**config.mk**
```make
export PLATFORM = sky130hd
export DESIGN_NAME = mem_scan_ctrl_flat
export DESIGN_NICKNAME = d
export VERILOG_FILES = /design/src/rtl/mem_scan_ctrl_if.sv /design/src/rtl/mem_scan_ctrl.sv /design/src/flat_wrapper.sv
export SDC_FILE = /design/constraint.sdc
export NUM_CORES = 1
export LEC_CHECK = 0
export ABC_CLOCK_PERIOD_IN_PS = 5150
export BUFFER_PORTS_ARGS = -buffer_cell sky130_fd_sc_hd__buf_2
export CAP_MARGIN = 10
export CORE_ASPECT_RATIO = 1.1
export CORE_MARGIN = 10
export CORE_UTILIZATION = 57
export DETAILED_ROUTE_END_ITERATION = 10
export PLACE_DENSITY = 0.94
export SYNTH_ARGS = -nofsm -noshare
export SYNTH_HDL_FRONTEND = slang
export SYNTH_SLANG_ARGS = --single-unit
```
**constraint.sdc**
```tcl
create_clock -name clk -period 5.15 [get_ports clk]
set_input_delay 1.03 -clock clk [delete_from_list [all_inputs] [get_ports clk]]
set_output_delay 1.03 -clock clk [all_outputs]
set_load 0.01 [all_outputs]
```
**src/rtl/mem_scan_ctrl_if.sv**
```systemverilog
// Bus between the memory scan controller and its surroundings (CPU address, RAM, display).
// slave = the controller, master = the environment driving it.
interface mem_scan_ctrl_if #(
    parameter int AW = 16,
    parameter int DW = 16
);
    logic          i_enable;
    logic          i_step_pulse;
    logic          i_auto_mode;
    logic          i_dir;
    logic [AW-1:0] i_cpu_addr;
    logic [DW-1:0] i_mem_rdata;
    logic [AW-1:0] o_madr;
    logic [AW+DW-1:0] o_hex;
    logic          o_rd_valid;
    logic          o_wrapped;
    logic          o_scan_active;

    modport slave (
        input  i_enable, i_step_pulse, i_auto_mode, i_dir, i_cpu_addr, i_mem_rdata,
        output o_madr, o_hex, o_rd_valid, o_wrapped, o_scan_active
    );

    modport master (
        output i_enable, i_step_pulse, i_auto_mode, i_dir, i_cpu_addr, i_mem_rdata,
        input  o_madr, o_hex, o_rd_valid, o_wrapped, o_scan_active
    );
endinterface

```
**src/rtl/mem_scan_ctrl.sv**
```systemverilog
// Memory scan controller: walks RAM addresses (manual/auto, up/down, modular stride) and captures {addr,data}.
// Advance in cycle N -> new madr in N+1, hex/rd_valid in N+RD_LAT+2; steps arriving outside HOLD are dropped.
module mem_scan_ctrl #(
    parameter int AW       = 16,
    parameter int DW       = 16,
    parameter int DEPTH    = 256,
    parameter int STRIDE   = 1,
    parameter int RD_LAT   = 1,
    parameter int AUTO_DIV = 500
) (
    input  logic           clk,
    input  logic           rst_n,
    mem_scan_ctrl_if.slave bus
);
    localparam int LW = (RD_LAT > 1) ? $clog2(RD_LAT) : 1;
    localparam int CW = $clog2(AUTO_DIV);
    localparam logic [AW:0] DEPTH_W  = (AW+1)'(DEPTH);
    localparam logic [AW:0] STRIDE_W = (AW+1)'(STRIDE);

    typedef enum logic [1:0] {S_IDLE, S_FETCH, S_CAPTURE, S_HOLD} state_t;

    state_t           r_state;
    state_t           w_next;
    logic [AW-1:0]    r_scan_addr;
    logic [LW-1:0]    r_lat_cnt;
    logic [CW-1:0]    r_auto_cnt;
    logic [AW+DW-1:0] r_hex;
    logic             r_rd_valid;
    logic             r_wrapped;

    logic             w_tick;
    logic             w_advance;
    logic             w_capture;
    logic             w_scan_active;
    logic             w_wrap;
    logic [AW:0]      w_ext;
    logic [AW:0]      w_up;
    logic [AW-1:0]    w_next_addr;

    always_ff @(posedge clk or negedge rst_n) begin
        if (!rst_n) r_state <= S_IDLE;
        else        r_state <= w_next;
    end

    // Disable always wins; a capture already in flight still completes.
    always_comb begin
        w_next = r_state;
        case (r_state)
            S_IDLE:    if (bus.i_enable) w_next = S_FETCH;
            S_FETCH: begin
                if (!bus.i_enable)                      w_next = S_IDLE;
                else if (r_lat_cnt == LW'(RD_LAT - 1))  w_next = S_CAPTURE;
            end
            S_CAPTURE: w_next = bus.i_enable ? S_HOLD : S_IDLE;
            S_HOLD: begin
                if (!bus.i_enable)  w_next = S_IDLE;
                else if (w_advance) w_next = S_FETCH;
            end
            default:   w_next = S_IDLE;
        endcase
    end

    always_comb begin
        w_scan_active = (r_state != S_IDLE);
        w_capture     = (r_state == S_CAPTURE);
        w_tick        = bus.i_auto_mode && (r_auto_cnt == CW'(AUTO_DIV - 1));
        w_advance     = (r_state == S_HOLD) && bus.i_enable && (bus.i_step_pulse || w_tick);
    end

    // One extra bit keeps the modular arithmetic free of AW overflow for any DEPTH.
    always_comb begin
        w_ext  = {1'b0, r_scan_addr};
        w_up   = '0;
        w_wrap = 1'b0;
        if (!bus.i_dir) begin
            w_up = w_ext + STRIDE_W;
            if (w_up >= DEPTH_W) begin
                w_up   = w_up - DEPTH_W;
                w_wrap = 1'b1;
            end
        end else if (w_ext < STRIDE_W) begin
            w_up   = w_ext + DEPTH_W - STRIDE_W;
            w_wrap = 1'b1;
        end else begin
            w_up = w_ext - STRIDE_W;
        end
        w_next_addr = w_up[AW-1:0];
    end

    always_ff @(posedge clk or negedge rst_n) begin
        if (!rst_n) begin
            r_scan_addr <= '0;
            r_lat_cnt   <= '0;
            r_auto_cnt  <= '0;
            r_hex       <= '0;
            r_rd_valid  <= 1'b0;
            r_wrapped   <= 1'b0;
        end else begin
            r_rd_valid <= w_capture;
            r_wrapped  <= w_advance && w_wrap;
            if (w_advance) r_scan_addr <= w_next_addr;
            if (r_state == S_FETCH) r_lat_cnt <= r_lat_cnt + LW'(1);
            else                    r_lat_cnt <= '0;
            if ((r_state == S_HOLD) && bus.i_auto_mode && !w_advance)
                r_auto_cnt <= r_auto_cnt + CW'(1);
            else
                r_auto_cnt <= '0;
            if (r_state == S_IDLE)  r_hex <= {bus.i_cpu_addr, bus.i_mem_rdata};
            else if (w_capture)     r_hex <= {r_scan_addr, bus.i_mem_rdata};
        end
    end

    assign bus.o_madr        = w_scan_active ? r_scan_addr : bus.i_cpu_addr;
    assign bus.o_hex         = r_hex;
    assign bus.o_rd_valid    = r_rd_valid;
    assign bus.o_wrapped     = r_wrapped;
    assign bus.o_scan_active = w_scan_active;
endmodule

```
**src/flat_wrapper.sv**
```systemverilog
// flat-port wrapper written by rule: the top's interface ports become plain ports
module mem_scan_ctrl_flat 
#(
    parameter int AW       = 16,
    parameter int DW       = 16,
    parameter int DEPTH    = 256,
    parameter int STRIDE   = 1,
    parameter int RD_LAT   = 1,
    parameter int AUTO_DIV = 500
)
  (clk, rst_n, bus_i_enable, bus_i_step_pulse, bus_i_auto_mode, bus_i_dir, bus_i_cpu_addr, bus_i_mem_rdata, bus_o_madr, bus_o_hex, bus_o_rd_valid, bus_o_wrapped, bus_o_scan_active);
  mem_scan_ctrl_if #(.AW(AW), .DW(DW)) bus_i ();
  input  logic clk;
  input  logic rst_n;
  input wire logic [$bits(bus_i.i_enable)-1:0] bus_i_enable;
  input wire logic [$bits(bus_i.i_step_pulse)-1:0] bus_i_step_pulse;
  input wire logic [$bits(bus_i.i_auto_mode)-1:0] bus_i_auto_mode;
  input wire logic [$bits(bus_i.i_dir)-1:0] bus_i_dir;
  input wire logic [$bits(bus_i.i_cpu_addr)-1:0] bus_i_cpu_addr;
  input wire logic [$bits(bus_i.i_mem_rdata)-1:0] bus_i_mem_rdata;
  output wire logic [$bits(bus_i.o_madr)-1:0] bus_o_madr;
  output wire logic [$bits(bus_i.o_hex)-1:0] bus_o_hex;
  output wire logic [$bits(bus_i.o_rd_valid)-1:0] bus_o_rd_valid;
  output wire logic [$bits(bus_i.o_wrapped)-1:0] bus_o_wrapped;
  output wire logic [$bits(bus_i.o_scan_active)-1:0] bus_o_scan_active;
  assign bus_i.i_enable = bus_i_enable;
  assign bus_i.i_step_pulse = bus_i_step_pulse;
  assign bus_i.i_auto_mode = bus_i_auto_mode;
  assign bus_i.i_dir = bus_i_dir;
  assign bus_i.i_cpu_addr = bus_i_cpu_addr;
  assign bus_i.i_mem_rdata = bus_i_mem_rdata;
  assign bus_o_madr = bus_i.o_madr;
  assign bus_o_hex = bus_i.o_hex;
  assign bus_o_rd_valid = bus_i.o_rd_valid;
  assign bus_o_wrapped = bus_i.o_wrapped;
  assign bus_o_scan_active = bus_i.o_scan_active;
  mem_scan_ctrl #(.AW(AW), .DW(DW), .DEPTH(DEPTH), .STRIDE(STRIDE), .RD_LAT(RD_LAT), .AUTO_DIV(AUTO_DIV)) u_core (.clk(clk), .rst_n(rst_n), .bus(bus_i));
endmodule
```
==> out/metrics.cfg, run 1 <==
[status]
status=finished, final reports clean

[die]
die_h_um=101
io_pins=89
initial_utilization=0.587
dieWidth_um=93.7
core.rowCount=29
core-area_um2=5810
die-area_um2=9480

[power_and_ir_drop]
worst_ir_drop_vdd_mv=0.255
clkPwrFrac=0.332
power.density_nw_per_um2=395
comb_power_share=0.272
leakage_nw=1.87
p_seq_frac=0.395
internal_power_w=0.00111
p_switching_w=0.000523
switching_share=0.321

[sta]
worst_slew_pin_slew_ns=0.808
fin_ws_ns=2.06
slew-limit-headroom=0.461
hold_viol_final=0
fin_crit_ns=3.09
fmax_mhz=324
fin_skew_ns=0.0118
finalSetupViolCount=0
drv_slew=0
setup_tns_ns=0
post-route-period-util=0.600
rsz0062_at_grt=false

[final_layout]
n_antenna_cell=0
final_layout_size_suffix_gt1_frac=0.375
final_cell_mix=88 x buf_2, 62 x dfrtp_1, 46 x mux2_2, 27 x nor2_1, 21 x nand2_1
nNetsFinal=460
areaGrowthSynthToFinish_pct=21.1
final_common_cell=buf_2

[critical_path]
regToRegSetupSlack_ns=2.43
path_class=flop to output port
worstPathArrival_ns=2.06
crit_fanout=21
cp-start-kind=flop
endpoint_kind=output port
worstPathRequired_ns=4.12

[detailed_routing]
via_count=3018
via_per_inst=6.02
ant_nets=0
detail_route.wl_per_cell_um=17.9
route.detailed.drc=0
wirelength_mm=8.98
firstDrtPassIters=5
drtIter0Drc=392

[global_routing]
overflow=0
grt_pass1_vias=3043
grt_first_pass_wirelength_mm=14.6
grt_use_total=0.192
antenna_found_initial=0
grt_max_degree=63

[clock_network]
clock_sinks=62
clock_path_buffers=2
htree_levels=3
cts.repair.resized=0
cts_tree=yes
insertion_delay_ns=0.35
cts.clk_slew.worst_paths_ns=0.06
cts_setup_buffers=0
cts_buffers=9
cts-root-buf=clkbuf_8
hold_buffers=0

[logic_synthesis]
syn_inst=338
yosysSeqAreaShare=0.455
async_reset_ff_frac=1.00
netlist_area_um2=3410
syn_nets=379
ys_warn_count=0
ys.flop_type=dfrtp_1
synth_seq_cells=62
syn_avg_cell_area_um2=10.1
synth.distinct_cells=51
synth_edf_count=0

[place]
dp_hpwl_mm=6.34
io_buffer_count=88
gp_congestion=0.928
place_ws_ns=2.41

[worst_hold_path]
hold_path.class=flop to flop

[run]
max-cap-violations=0

-- area by class of cell --
cell class	count	area, um^2
repair buffers	90	455
clock inverters	5	105
clock buffers	11	151
well taps	77	96.3
multi-input cells	245	1730
inverters	11	41.3
flip-flops and latches	62	1550
fillers	430	1680
-- registers in the layout, indices dropped and copies added, names as in the netlist --
| name | flops |
|---|---|
| u_core.bus.o_wrapped | 1 |
| u_core.r_state | 2 |
| u_core.r_lat_cnt | 1 |
| u_core.r_auto_cnt | 9 |
| u_core.r_scan_addr | 16 |
| u_core.bus.o_rd_valid | 1 |
| u_core.bus.o_hex | 32 |
-- worst paths after layout --
path / start / cells after the start / end
setup / recovery: u_core.r_state[0]$_DFFE_PN0P_ / 4 / bus_o_madr[6]
hold / removal: u_core.r_lat_cnt$_DFF_PN0_ / 1 / u_core.r_lat_cnt$_DFF_PN0_
setup reg to reg: u_core.r_scan_addr[0]$_DFFE_PN0P_ / 7 / u_core.r_scan_addr[9]$_DFFE_PN0P_
hold reg to reg: u_core.r_lat_cnt$_DFF_PN0_ / 1 / u_core.r_lat_cnt$_DFF_PN0_
max in group asynchronous: rst_n / 2 / u_core.bus.o_hex[18]$_DFFE_PN0P_
min in group asynchronous: rst_n / 2 / u_core.r_scan_addr[6]$_DFFE_PN0P_
-- cells in the mapped netlist (4+ instances only) --
cell type / count / area (um^2)
a21oi_1: 10 / 50.1
buf_2: 4 / 20.0
clkbuf_1: 14 / 52.6
dfrtp_1: 62 / 1550
inv_1: 10 / 37.5
mux2_2: 46 / 518
nand2_1: 21 / 78.8
nand3_1: 19 / 95.1
nand4_1: 8 / 50.1
nor2_1: 27 / 101
nor3_1: 12 / 60.1
nor4_1: 7 / 43.8
o21ai_0: 17 / 85.1
xnor2_1: 10 / 87.6
xor2_1: 9 / 78.8
-- kinds of logic (layout without fill, tap and decap cells) --
group                      Yosys count  after routing  share of synthesized area
AOI/OAI and AO/OA                   54             54                      0.102
xor gates and xnor gates            19             19                     0.0488
adders and majority gates            3              3                     0.0110
buffers and inverters               31            117                     0.0378
DFF                                 62             62                      0.455
muxes                               48             48                      0.158
and+or+nand+nor                    121            121                      0.187
-- critical path, cell delays in order (launching register included) --
cell     delay, ns
dfrtp_1       0.68
nor2_1        0.20
buf_4         0.30
mux2_2        0.39
buf_2         0.14
-- through the flow --
stage / power (W) / cell area, um^2 / utilization / cells / hold WS, ns
2_1_floorplan: 0.000923 / 3410 / - / 338 / 0.401
3_3_place_gp: 0.00107 / 3870 / 0.667 / 485 / 0.416
3_5_place_dp: 0.00109 / 3870 / 0.667 / 485 / 0.415
4_1_cts: 0.00164 / 4130 / 0.711 / 501 / 0.425
5_1_grt: 0.00171 / 4130 / 0.711 / 501 / 0.453
6_report: 0.00163 / 4130 / 0.711 / 501 / 0.428
-- per-layer routing --
layer  wire length, um  global-route usage  share of wire  up-vias
met4               244              0.0819          0.027        0
li1                  -                   -              -     1386
met3               832              0.0656          0.093       33
met1              3280               0.202           0.36     1418
met2              4630               0.341           0.52      181
met5                 0                   0              0        -
-- power groups by stage --
| stage | combinational [W] | sequential, W | clock (W) |
|---|---|---|---|
| 6_report | 0.000444 | 0.000645 | 0.000542 |
| 5_1_grt | 0.000486 | 0.000656 | 0.000570 |
| 4_1_cts | 0.000447 | 0.000642 | 0.000547 |
| 3_5_place_dp | 0.000438 | 0.000650 | 0 |
| 3_3_place_gp | 0.000425 | 0.000646 | 0 |
| 2_1_floorplan | 0.000285 | 0.000639 | 0 |
Note: power is estimated with default switching activity, not from simulation.
==> run 2, diff against run 1 <==
Settings changed: ABC_CLOCK_PERIOD_IN_PS 5150 to 2850, CORE_UTILIZATION 57 to 53, PLACE_DENSITY 0.94 to 0.89.
Clock period 5.15 ns to 2.85 ns, I/O delays scaled along.
==> out/metrics.cfg, run 2 (synthesis gave the netlist of run 1 again) <==
[clock_network]
clock_sinks=62
hold_buffers=0
cts_setup_buffers=0
clock_path_buffers=2
cts_buffers=9
cts.repair.resized=0
cts_tree=yes
insertion_delay_ns=0.36
cts-root-buf=clkbuf_8
htree_levels=3
cts.clk_slew.worst_paths_ns=0.07

[sta]
fin_crit_ns=2.61
hold_viol_final=0
setup_tns_ns=0
slew-limit-headroom=0.479
post-route-period-util=0.917
fin_skew_ns=0.0107
finalSetupViolCount=0
fmax_mhz=383
drv_slew=0
rsz0062_at_grt=false
worst_slew_pin_slew_ns=0.781

[global_routing]
grt_first_pass_wirelength_mm=15.1
grt_pass1_vias=3085
overflow=0
grt_max_degree=63
antenna_found_initial=0
grt_use_total=0.190

[place]
gp_congestion=0.917
placedCellCount=493
io_buffer_count=88
dp_hpwl_mm=6.73

[detailed_routing]
via_per_inst=5.92
via_count=3014
firstDrtPassIters=5
detail_route.wl_per_cell_um=18.1
wirelength_mm=9.22
drtIter0Drc=325
route.detailed.drc=0
ant_nets=0

[die]
die_h_um=104
die-area_um2=10000
core-area_um2=6190
initial_utilization=0.550
core.rowCount=30
io_pins=89
dieWidth_um=96.5

[critical_path]
cp-start-kind=flop
endpoint_kind=flop
path_class=flop to flop
regToRegSetupSlack_ns=0.24
worstPathRequired_ns=3.09
worstPathArrival_ns=2.86
crit_fanout=8

[final_layout]
areaGrowthSynthToFinish_pct=21.6
largest_register_ffs=32
final_layout_size_suffix_gt1_frac=0.382
nFillCells=498
final_cell_mix=88 x buf_2, 62 x dfrtp_1, 46 x mux2_2, 27 x nor2_1, 21 x nand2_1
postLayoutCoreUtil=0.669
final_common_cell=buf_2
n_antenna_cell=0
layoutNonFillerInstCount=509
nNetsFinal=465

[power_and_ir_drop]
power.density_nw_per_um2=688
worst_ir_drop_vdd_mv=0.467
p_switching_w=0.000952
clkPwrFrac=0.313
switching_share=0.334
leakage_nw=1.88
p_seq_frac=0.402
internal_power_w=0.00190
comb_power_share=0.286

[status]
status=finished, final reports clean

[worst_hold_path]
hold_path.class=input port to async pin

[run]
max-cap-violations=0

==> run 2: area by class of cell <==
cell class	count	area [um^2]	area share
well taps	80	100	0.0242
flip-flops and latches	62	1550	0.374
clock buffers	10	138	0.0332
clock inverters	6	92.6	0.0223
multi-input cells	245	1730	0.417
inverters	11	41.3	0.00996
repair buffers	95	493	0.119
==> run 2: routing by layer <==
layer / part of all wire / up-vias / GRT usage / routed length, um
met5: 0 / - / 0 / 0
met4: 0.026 / 0 / 0.0696 / 236
met3: 0.092 / 25 / 0.0866 / 847
met2: 0.51 / 124 / 0.319 / 4740
met1: 0.37 / 1466 / 0.199 / 3400
li1: - / 1399 / - / -
==> run 2: power by group through the flow <==
| stage | combinational [W] | clock [W] | sequential (W) |
|---|---|---|---|
| after floorplan | 0.000515 | 0 | 0.00115 |
| after global placement | 0.000795 | 0 | 0.00115 |
| after detailed placement | 0.000813 | 0 | 0.00116 |
| after CTS | 0.000821 | 0.000898 | 0.00114 |
| after global routing | 0.000894 | 0.000944 | 0.00117 |
| final | 0.000814 | 0.000892 | 0.00114 |
==> run 2: path summary, 6_finish.rpt <==
| path | from | cells past startpoint | endpoint |
|---|---|---|---|
| worst max-delay path | u_core.r_scan_addr[0]$_DFFE_PN0P_ | 7 | u_core.r_scan_addr[9]$_DFFE_PN0P_ |
| worst min-delay path | rst_n | 2 | u_core.bus.o_wrapped$_DFF_PN0_ |
| worst max register to register | u_core.r_scan_addr[0]$_DFFE_PN0P_ | 7 | u_core.r_scan_addr[9]$_DFFE_PN0P_ |
| worst min register to register | u_core.r_lat_cnt$_DFF_PN0_ | 1 | u_core.r_lat_cnt$_DFF_PN0_ |
| max in group asynchronous | rst_n | 2 | u_core.r_scan_addr[13]$_DFFE_PN0P_ |
| min in group clk | u_core.r_lat_cnt$_DFF_PN0_ | 1 | u_core.r_lat_cnt$_DFF_PN0_ |
==> run 2: stage by stage <==
stage | instance area, um^2 | hold WS [ns] | worst slack (ns) | power, W
after CTS | 4140 | 0.415 | 0.284 | 0.00286
after global routing | 4140 | 0.434 | 0.0269 | 0.00301
after floorplan | 3410 | 0.274 | 0.671 | 0.00167
after global placement | 3910 | 0.413 | 0.463 | 0.00194
final | 4140 | 0.374 | 0.238 | 0.00285
after detailed placement | 3910 | 0.423 | 0.340 | 0.00197
==> run 2: worst max-delay path, stage by stage (launching register included) <==
cell and delay (ns):
dfrtp_1 0.44, ha_1 0.33, inv_1 0.15, nor3_2 0.10, o32ai_1 0.69, o2111ai_1 0.37, a21o_1 0.27, xor2_1 0.14
